<file path="config.mk">
export PLATFORM = sky130hd
export DESIGN_NAME = skin_width_pipe_flat
export DESIGN_NICKNAME = d
export VERILOG_FILES = /design/src/rtl/skin_width_if.sv /design/src/rtl/skin_width_pipe.sv /design/src/flat_wrapper.sv
export SDC_FILE = /design/constraint.sdc
export NUM_CORES = 1
export LEC_CHECK = 0
export ABC_AREA = 1
export CELL_PAD_IN_SITES_DETAIL_PLACEMENT = 1
export CELL_PAD_IN_SITES_GLOBAL_PLACEMENT = 1
export CORE_MARGIN = 1.5
export CORE_UTILIZATION = 51
export CTS_BUF_LIST = sky130_fd_sc_hd__clkbuf_4
export CTS_CLUSTER_SIZE = 24
export DETAILED_ROUTE_END_ITERATION = 7
export PLACE_DENSITY = 0.95
export SYNTH_ARGS = -nofsm -noshare
export SYNTH_HDL_FRONTEND = slang
export SYNTH_SLANG_ARGS = --single-unit
</file>
<file path="constraint.sdc">
create_clock -name clk -period 8.65 [get_ports clk]
set_input_delay 0.865 -clock clk [delete_from_list [all_inputs] [get_ports clk]]
set_output_delay 0.865 -clock clk [all_outputs]
set_load 0.05 [all_outputs]
</file>
<file path="src/rtl/skin_width_if.sv">
// Luma-in / cluster-width-out handshake bundle for skin_width_pipe.
// The master side drives luma and consumes widths; the slave side is the pipeline.
interface skin_width_if #(
  parameter int DATA_W = 8,
  parameter int OUT_W  = 16
) ();
  logic [DATA_W-1:0] y;
  logic              y_valid;
  logic              y_ready;
  logic              const_mode;
  logic [OUT_W-1:0]  width_cb;
  logic [OUT_W-1:0]  width_cr;
  logic [1:0]        region;
  logic              width_valid;
  logic              width_ready;

  modport master (
    output y, y_valid, const_mode, width_ready,
    input  y_ready, width_cb, width_cr, region, width_valid
  );

  modport slave (
    input  y, y_valid, const_mode, width_ready,
    output y_ready, width_cb, width_cr, region, width_valid
  );
endinterface

</file>
<file path="src/rtl/skin_width_pipe.sv">
// Three-stage pipeline producing luma-dependent Cb/Cr cluster widths.
// Constant divisions become elaboration-time reciprocal slopes; one global stall for flow control.
module skin_width_pipe #(
  parameter int DATA_W  = 8,
  parameter int OUT_W   = 16,
  parameter int SLOPE_F = 16,
  parameter int K_L     = 125,
  parameter int K_H     = 188,
  parameter int Y_MIN   = 16,
  parameter int Y_MAX   = 235,
  parameter int W_CB    = 12024,
  parameter int WL_CB   = 5888,
  parameter int WH_CB   = 3584,
  parameter int W_CR    = 9923,
  parameter int WL_CR   = 5120,
  parameter int WH_CR   = 2560
) (
  input  logic         clk,
  input  logic         rst,
  skin_width_if.slave  bus
);
  localparam int PW = DATA_W + OUT_W + SLOPE_F;
  typedef logic [PW-1:0] wide_t;

  localparam wide_t SL_CB = ((wide_t'(W_CB) - wide_t'(WL_CB)) << SLOPE_F) / wide_t'(K_L - Y_MIN);
  localparam wide_t SH_CB = ((wide_t'(W_CB) - wide_t'(WH_CB)) << SLOPE_F) / wide_t'(Y_MAX - K_H);
  localparam wide_t SL_CR = ((wide_t'(W_CR) - wide_t'(WL_CR)) << SLOPE_F) / wide_t'(K_L - Y_MIN);
  localparam wide_t SH_CR = ((wide_t'(W_CR) - wide_t'(WH_CR)) << SLOPE_F) / wide_t'(Y_MAX - K_H);
  localparam wide_t RND   = wide_t'(1) << (SLOPE_F - 1);
  localparam wide_t SAT   = (wide_t'(1) << OUT_W) - wide_t'(1);

  localparam logic [DATA_W-1:0] YMIN_V = DATA_W'(Y_MIN);
  localparam logic [DATA_W-1:0] YMAX_V = DATA_W'(Y_MAX);
  localparam logic [DATA_W-1:0] KL_V   = DATA_W'(K_L);
  localparam logic [DATA_W-1:0] KH_V   = DATA_W'(K_H);

  // Round half-up, drop the slope fraction, add the knee base and saturate.
  function automatic logic [OUT_W-1:0] finish_width(input wide_t prod, input logic [OUT_W-1:0] base);
    wide_t sum_v;
    sum_v = ((prod + RND) >> SLOPE_F) + wide_t'(base);
    if (sum_v > SAT) begin
      return SAT[OUT_W-1:0];
    end else begin
      return sum_v[OUT_W-1:0];
    end
  endfunction

  logic              adv_s;
  logic [DATA_W-1:0] yc_s;
  logic [DATA_W-1:0] delta_s;
  logic [1:0]        region_s;
  wide_t             slope_cb_s;
  wide_t             slope_cr_s;
  logic [OUT_W-1:0]  base_cb_s;
  logic [OUT_W-1:0]  base_cr_s;

  logic              v1_r;
  logic [1:0]        region1_r;
  logic [DATA_W-1:0] delta1_r;
  logic              v2_r;
  logic [1:0]        region2_r;
  wide_t             prod_cb_r;
  wide_t             prod_cr_r;
  logic              v3_r;
  logic [1:0]        region3_r;
  logic [OUT_W-1:0]  cb_r;
  logic [OUT_W-1:0]  cr_r;

  assign adv_s           = ~v3_r | bus.width_ready;
  assign bus.y_ready     = adv_s & ~rst;
  assign bus.width_valid = v3_r;
  assign bus.width_cb    = cb_r;
  assign bus.width_cr    = cr_r;
  assign bus.region      = region3_r;

  // Clamp luma and classify it into a region with its distance from the clamp end.
  always_comb begin
    yc_s     = bus.y;
    delta_s  = '0;
    region_s = 2'd0;
    if (bus.y < YMIN_V) begin
      yc_s = YMIN_V;
    end else if (bus.y > YMAX_V) begin
      yc_s = YMAX_V;
    end else begin
      yc_s = bus.y;
    end
    if (bus.const_mode) begin
      region_s = 2'd0;
    end else if (yc_s <= KL_V) begin
      region_s = 2'd1;
      delta_s  = yc_s - YMIN_V;
    end else if (yc_s >= KH_V) begin
      region_s = 2'd2;
      delta_s  = YMAX_V - yc_s;
    end else begin
      region_s = 2'd0;
    end
  end

  // Slope and base selection for the middle and last stages.
  always_comb begin
    slope_cb_s = SL_CB;
    slope_cr_s = SL_CR;
    base_cb_s  = OUT_W'(W_CB);
    base_cr_s  = OUT_W'(W_CR);
    if (region1_r == 2'd2) begin
      slope_cb_s = SH_CB;
      slope_cr_s = SH_CR;
    end else begin
      slope_cb_s = SL_CB;
      slope_cr_s = SL_CR;
    end
    case (region2_r)
      2'd1: begin
        base_cb_s = OUT_W'(WL_CB);
        base_cr_s = OUT_W'(WL_CR);
      end
      2'd2: begin
        base_cb_s = OUT_W'(WH_CB);
        base_cr_s = OUT_W'(WH_CR);
      end
      default: begin
        base_cb_s = OUT_W'(W_CB);
        base_cr_s = OUT_W'(W_CR);
      end
    endcase
  end

  // Pipeline registers; every stage, empty or not, shifts only on adv.
  always_ff @(posedge clk) begin
    if (rst) begin
      v1_r      <= 1'b0;
      region1_r <= 2'd0;
      delta1_r  <= '0;
      v2_r      <= 1'b0;
      region2_r <= 2'd0;
      prod_cb_r <= '0;
      prod_cr_r <= '0;
      v3_r      <= 1'b0;
      region3_r <= 2'd0;
      cb_r      <= '0;
      cr_r      <= '0;
    end else if (adv_s) begin
      v1_r      <= bus.y_valid;
      region1_r <= region_s;
      delta1_r  <= delta_s;
      v2_r      <= v1_r;
      region2_r <= region1_r;
      prod_cb_r <= wide_t'(delta1_r) * slope_cb_s;
      prod_cr_r <= wide_t'(delta1_r) * slope_cr_s;
      v3_r      <= v2_r;
      region3_r <= region2_r;
      // Mid region (including forced-nominal) ignores the product entirely.
      if (region2_r == 2'd0) begin
        cb_r <= OUT_W'(W_CB);
        cr_r <= OUT_W'(W_CR);
      end else begin
        cb_r <= finish_width(prod_cb_r, base_cb_s);
        cr_r <= finish_width(prod_cr_r, base_cr_s);
      end
    end else begin
      v1_r <= v1_r;
    end
  end
endmodule

</file>
<file path="src/flat_wrapper.sv">
// flat-port wrapper written by rule: the top's interface ports become plain ports
module skin_width_pipe_flat 
#(
  parameter int DATA_W  = 8,
  parameter int OUT_W   = 16,
  parameter int SLOPE_F = 16,
  parameter int K_L     = 125,
  parameter int K_H     = 188,
  parameter int Y_MIN   = 16,
  parameter int Y_MAX   = 235,
  parameter int W_CB    = 12024,
  parameter int WL_CB   = 5888,
  parameter int WH_CB   = 3584,
  parameter int W_CR    = 9923,
  parameter int WL_CR   = 5120,
  parameter int WH_CR   = 2560
)
  (clk, rst, bus_y, bus_y_valid, bus_const_mode, bus_width_ready, bus_y_ready, bus_width_cb, bus_width_cr, bus_region, bus_width_valid);
  skin_width_if #(.DATA_W(DATA_W), .OUT_W(OUT_W)) bus_i ();
  input  logic clk;
  input  logic rst;
  input wire logic [$bits(bus_i.y)-1:0] bus_y;
  input wire logic [$bits(bus_i.y_valid)-1:0] bus_y_valid;
  input wire logic [$bits(bus_i.const_mode)-1:0] bus_const_mode;
  input wire logic [$bits(bus_i.width_ready)-1:0] bus_width_ready;
  output wire logic [$bits(bus_i.y_ready)-1:0] bus_y_ready;
  output wire logic [$bits(bus_i.width_cb)-1:0] bus_width_cb;
  output wire logic [$bits(bus_i.width_cr)-1:0] bus_width_cr;
  output wire logic [$bits(bus_i.region)-1:0] bus_region;
  output wire logic [$bits(bus_i.width_valid)-1:0] bus_width_valid;
  assign bus_i.y = bus_y;
  assign bus_i.y_valid = bus_y_valid;
  assign bus_i.const_mode = bus_const_mode;
  assign bus_i.width_ready = bus_width_ready;
  assign bus_y_ready = bus_i.y_ready;
  assign bus_width_cb = bus_i.width_cb;
  assign bus_width_cr = bus_i.width_cr;
  assign bus_region = bus_i.region;
  assign bus_width_valid = bus_i.width_valid;
  skin_width_pipe #(.DATA_W(DATA_W), .OUT_W(OUT_W), .SLOPE_F(SLOPE_F), .K_L(K_L), .K_H(K_H), .Y_MIN(Y_MIN), .Y_MAX(Y_MAX), .W_CB(W_CB), .WL_CB(WL_CB), .WH_CB(WH_CB), .W_CR(W_CR), .WL_CR(WL_CR), .WH_CR(WH_CR)) u_core (.clk(clk), .rst(rst), .bus(bus_i));
endmodule
</file>
# ---- After elaboration in Yosys (flattened, before gate mapping)
# Index checks and enable logic that the tools add are counted.
dict set report totals {
  inputBits 13
  regBits 129
  out_inout_bits 36
  wordCells 49
}
dict set report op_classes {
  add_sub_neg 6
  multipliers 2
  eq_ne 3
  magnitude_cmp 6
  muxes 16
  n_reduce_logical 1
  bitwise 4
}
# operator count
set op_table {}
lappend op_table {{adder 40 x 16 -> 40 bit (second input constant)} 2}
lappend op_table {{greater-than comparator 40 x 16 -> 1 bit (second input constant)} 2}
lappend op_table {{multiplier 8 x 24 -> 32 bit} 2}
lappend op_table {{two-way mux 16 bit} 4}
lappend op_table {{one-hot mux 14 bit (2 select lines)} 2}
lappend op_table {{adder 24 x 14 -> 25 bit} 2}
lappend op_table {{two-way mux 24 bit} 2}
lappend op_table {{two-way mux 8 bit} 5}
lappend op_table {{greater-or-equal comparator 8 bit (second input constant)} 1}
lappend op_table {{greater-than comparator 8 bit (second input constant)} 1}
lappend op_table {{less-or-equal comparator 8 x 7 -> 1 bit (second input constant)} 1}
lappend op_table {{< comparator 8 x 5 -> 1 bit (second input constant)} 1}
lappend op_table {{subtractor 8 x 5 -> 8 bit (second input constant)} 1}
lappend op_table {{subtractor 8 bit (first input constant)} 1}
lappend op_table {{two-way mux 2 bit} 3}
lappend op_table {{== test 2 bit (second input constant)} 2}
lappend op_table {{== test 2 x 1 -> 1 bit (second input constant)} 1}
lappend op_table {{logical NOT 2 bit} 1}
lappend op_table {{NOT 1 bit} 2}
lappend op_table {{bitwise AND 1 bit} 1}
lappend op_table {{bitwise OR 1 bit} 1}

# ---- Longest topological paths before layout
dict set report depth {
  word_depth 7
  ltp_mapped 29
  depth_no_buf 28
}

# ---- Worst setup path after synthesis
# No wires, ideal clock.
dict set report synth_timing {
  kind {register to register}
  start {register u_core.region1_r[0]}
  end {register u_core.prod_cr_r[22]}
  slack_ns 3.620
  path_stages_with_launch 27
  t_arrival_ns 4.915
  setup_ns 0.115
  path_buffers 1
  required_ns 8.535
  period_less_slack_ns 5.030
  path_cell_list {dfxtp_1 > inv_1 > nand2_1 > buf_2 > clkinv_1 > nor2_1 > inv_1 > nor2_1 > inv_1 > nand2_1 > inv_1 > ha_1 > or2_2 > fa_1 > inv_1 > fa_1 > fa_1 > inv_1 > ha_1 > a21oi_1 > nand2_1 > a21oi_1 > o21ai_0 > a21o_1 > xor2_1 > o21ai_0 > inv_1}
}
dict set report synth_via {
  elab_chain_len 3
}
# item line_no
set synth_lines {}
lappend synth_lines {{start, declared} skin_width_pipe.sv:58} ;# logic [1:0] region1_r;
lappend synth_lines {{start signal, assigned} skin_width_pipe.sv:146} ;# region1_r <= region_s;
lappend synth_lines {{== test 2 bit} skin_width_pipe.sv:107} ;# if (region1_r == 2'd2) begin
lappend synth_lines {{two-way mux 24 bit} skin_width_pipe.sv:107}
lappend synth_lines {{multiplier 8 x 24 -> 32 bit} skin_width_pipe.sv:151} ;# prod_cr_r <= wide_t'(delta1_r) * slope_cr_s;
lappend synth_lines {{end signal, assigned} skin_width_pipe.sv:151}
lappend synth_lines {{end, declared} skin_width_pipe.sv:63} ;# wide_t prod_cr_r;
# Every way passes these cells.
# A chain may end at the register's enable or synchronous reset.

# ---- Final worst setup path
dict set report layout_timing {
  start {register u_core.region1_r[0]}
  end {register u_core.prod_cr_r[18]}
}
# Same word-level chain as after synthesis.

==> results by group <==
Clocking
  • CTS tree: built
  • TritonCTS Sinks: just over 80
  • Post-CTS Setup Repair Bufs: 0
  • Clock transition at the registers of the reported paths: around 0.16 ns
  • Later-pin clock latency in the skew report: between 0.5 and 0.6 ns
  • Post-CTS Hold Buffers: 0
  • CTS root buf: clkbuf_4
  • Clock buffer depth: 2
  • H-tree level count: 3
  • CTS resizes: 0
  • CTS Buf Count: 9

Timing
  • Post-Route Setup TNS: 0 ns
  • Final Cycle Share: 0.812
  • Final hold violation count: 0
  • RSZ-0062 raised after global routing: no
  • Final setup viols: 0
  • Hold_ws: 0.476 ns
  • Fin crit period: 7.03 ns
  • Final Slew Violations: 0
  • F_max: 142 MHz
  • Clk_skew: approximately 0.047 ns
  • Worst slew pin tran: roughly 1.3 ns
  • Max_slew headroom: 0.125

Cells and area
  • Layout Cells excl Fill: 2267
  • Most frequent cells in the layout: inv_1 (408), nand2_1 (337), nor2_1 (192), ha_1 (186), a21oi_1 (128)
  • Most common cell after layout, fill and taps aside: inv_1
  • Layout cell share with drive strength beyond 1: 0.0336
  • P&R area growth vs syn: 8.35%
  • Nets: 2255
  • # fillers: roughly 3.4k
  • Final core utilization: 0.564

Global route
  • Gr ovfl total: 0
  • Global-route wire length before repair: slightly above 70000 um
  • Initial antenna violation count: 1
  • All-layer global routing usage: 0.345
  • Pin count of the biggest net entering global routing: 58
  • Vias in the first global route: ~14k

Power and ir drop
  • Total Power: around 1600 uW
  • Pleak: about 0.0076 uW
  • VDD IR max: 0.124 mV
  • Pwr Density: 113 mW/mm^2

Floorplan
  • Die Ht: roughly 160 um
  • Die Footprint: around 0.027 sq mm
  • Cell Rows: between 50 and 60
  • IO Pins: 49
  • Die Wd: between 150 and 200 um
  • Initial Util: 0.521
  • Std-Cell Core Area: roughly 0.025 sq mm

Yosys
  • Synth Area in Compound Gates: 0.121
  • Seq/Total Area, Yosys: 0.126
  • Largest family of logic cells by synthesized area: adder cells
  • Post-Syn Area per Cell: just over 7 sq um
  • Async set-reset flop share out of synthesis: 0
  • Cells after Synth: 1869
  • Post-synth top area share: 0.190
  • Post-synth EDFFs: 0
  • Post-synthesis cell type count: 48
  • XOR/XNOR Fraction of Synth Area: 0.0373
  • Primary FF master, synth: dfxtp_1
  • Mux cell area share after synthesis: 0
  • Synth warnings: 0
  • Post-Syn Area: between 0.01 and 0.015 sq mm
  • Biggest area consumer among synthesized cells: fa_1
  • Top cells by area, synth: fa_1 (19%), ha_1 (18%), dfxtp_1 (13%)
  • Simple-gate share of the synthesized area: 0.221
  • Post-synthesis adder-cell area fraction: 0.367
  • Synth Register Bits: 83

Setup path
  • CP max FO: 12
  • Crit path DAT: 7.40 ns
  • Critical path class: register to register
  • CP Capture Type: register
  • Critical Path RT: 9.03 ns
  • Worst r2r path cells: 26
  • Reg-to-reg critical path startpoint: u_core.region1_r[0]
  • CP Launch Type: register
  • R2r endpoint: u_core.prod_cr_r[18]
  • Worst reg-to-reg setup slack: roughly 1.6 ns

Route
  • Drt initial violations: about 770
  • WL met2: between 20000 and 25000 um
  • DRT Pass-1 Iters: 7
  • DR vias: roughly 13k
  • Met3 WL: ~2500 um
  • Vias per cell: between 5 and 6
  • Drt drc: 2
  • WL met1: 18100 um
  • WL/cell: between 15 and 20 um
  • Post-route ant nets: 0
  • Top sig layer: met4
  • Total Wirelength: 44900 um

Place
  • Detailed placement HPWL: around 38000 um
  • Gpl congestion: between 0.9 and 1
  • Cells after DPL: between 2k and 2.5k
  • PortBufs: 48

Run
  • Total of max-cap violations: 0

Worst hold path
  • Hold endpoint: u_core.bus.width_cb[12]
  • Min-delay src: u_core.bus.width_cb[12]
  • Hold Path Stages: 2
  • Class of the worst hold path: register to register

Run status
  • Failing checks: design-rule violations
  • Status: finished, violations left
## per-stage QoR
step	instance area (sq um)	setup slack, ns
4_1_cts	14300	1.93
3_5_place_dp	14100	1.98
2_1_floorplan	13200	3.62
3_3_place_gp	14100	2.52
6_report	14300	1.62
5_1_grt	14300	1.40
## how the worst max path moves through the flow
stage | start | to | slack, ns | cells after the start
after CTS | u_core.region1_r[0] | u_core.prod_cr_r[18] | 1.93 | 26
after floorplan | u_core.region1_r[0] | u_core.prod_cr_r[22] | 3.62 | 26
after detailed placement | u_core.region1_r[0] | u_core.prod_cr_r[18] | 1.98 | 26
after global placement | u_core.region1_r[0] | u_core.prod_cr_r[18] | 2.52 | 26
final | u_core.region1_r[0] | u_core.prod_cr_r[18] | 1.62 | 26
after global routing | u_core.region1_r[0] | u_core.prod_cr_r[18] | 1.40 | 26
## cell type report
class                           instances  area (sq um)  area share
Antenna cell                            1          2.50    0.000176
Tap cell                              330           413      0.0290
Clock inverter                          6          88.8     0.00623
Inverter                              412          1550       0.109
Clock buffer                           10          75.1     0.00527
Sequential cell                        83          1660       0.117
Multi-Input combinational cell       1368          9920       0.696
Timing Repair Buffer                   57           543      0.0381
## cell usage after synthesis (22+ instances only)
library cell  count
o21ai_0          85
a21oi_1         128
fa_1            125
ha_1            186
dfxtp_1          83
clkbuf_1         24
nand3_1          82
nand4_1          23
nor3_1           22
xor2_1           40
nor2_1          194
inv_1           408
nand2_1         337
## worst max-delay path, stage by stage, from the launching register on
cell,delay [ns]
dfxtp_1,0.41
inv_1,0.06
nand2_1,0.39
clkinv_1,0.40
nor2_1,0.50
inv_1,0.18
nor2_1,0.37
inv_1,0.18
nand2_1,0.12
inv_1,0.06
ha_1,0.17
or2_2,0.31
fa_1,0.48
inv_1,0.06
fa_1,0.54
fa_1,0.58
inv_1,0.05
ha_1,0.33
nand2_1,0.09
nor2_1,0.16
nand2_1,0.07
o21ai_0,0.60
nand2_1,0.19
nand3_1,0.14
nand2_1,0.06
nor2_1,0.30
a211oi_1,0.07
## kinds of logic after synthesis
family | count (synthesis)
buffers and inverters | 441
other | 2
and+or+nand+nor | 692
xor gates and xnor gates | 56
AOI/OAI and AO/OA | 284
DFF | 83
adders and majority gates | 311
## report_power, final
group,switching [uW],internal [uW]
clock network,159,121
logic,567,299
registers,48.0,420
total,774,839
## flip-flops by register name (all words and copies together) (netlist names)
name / cells
u_core.region2_r: 2
u_core.v2_r: 1
u_core.prod_cr_r: 17
u_core.v1_r: 1
u_core.bus.region: 2
u_core.bus.width_cr: 16
u_core.delta1_r: 8
u_core.bus.width_cb: 16
u_core.prod_cb_r: 17
u_core.region1_r: 2
u_core.bus.width_valid: 1
## routing by layer
metal	track usage	vias to the layer above
li1	-	5978
met1	0.408	6221
met2	0.618	450
met3	0.0416	153
met4	0.158	0
met5	0	-
No activity file was read; power rests on OpenSTA's default activity.
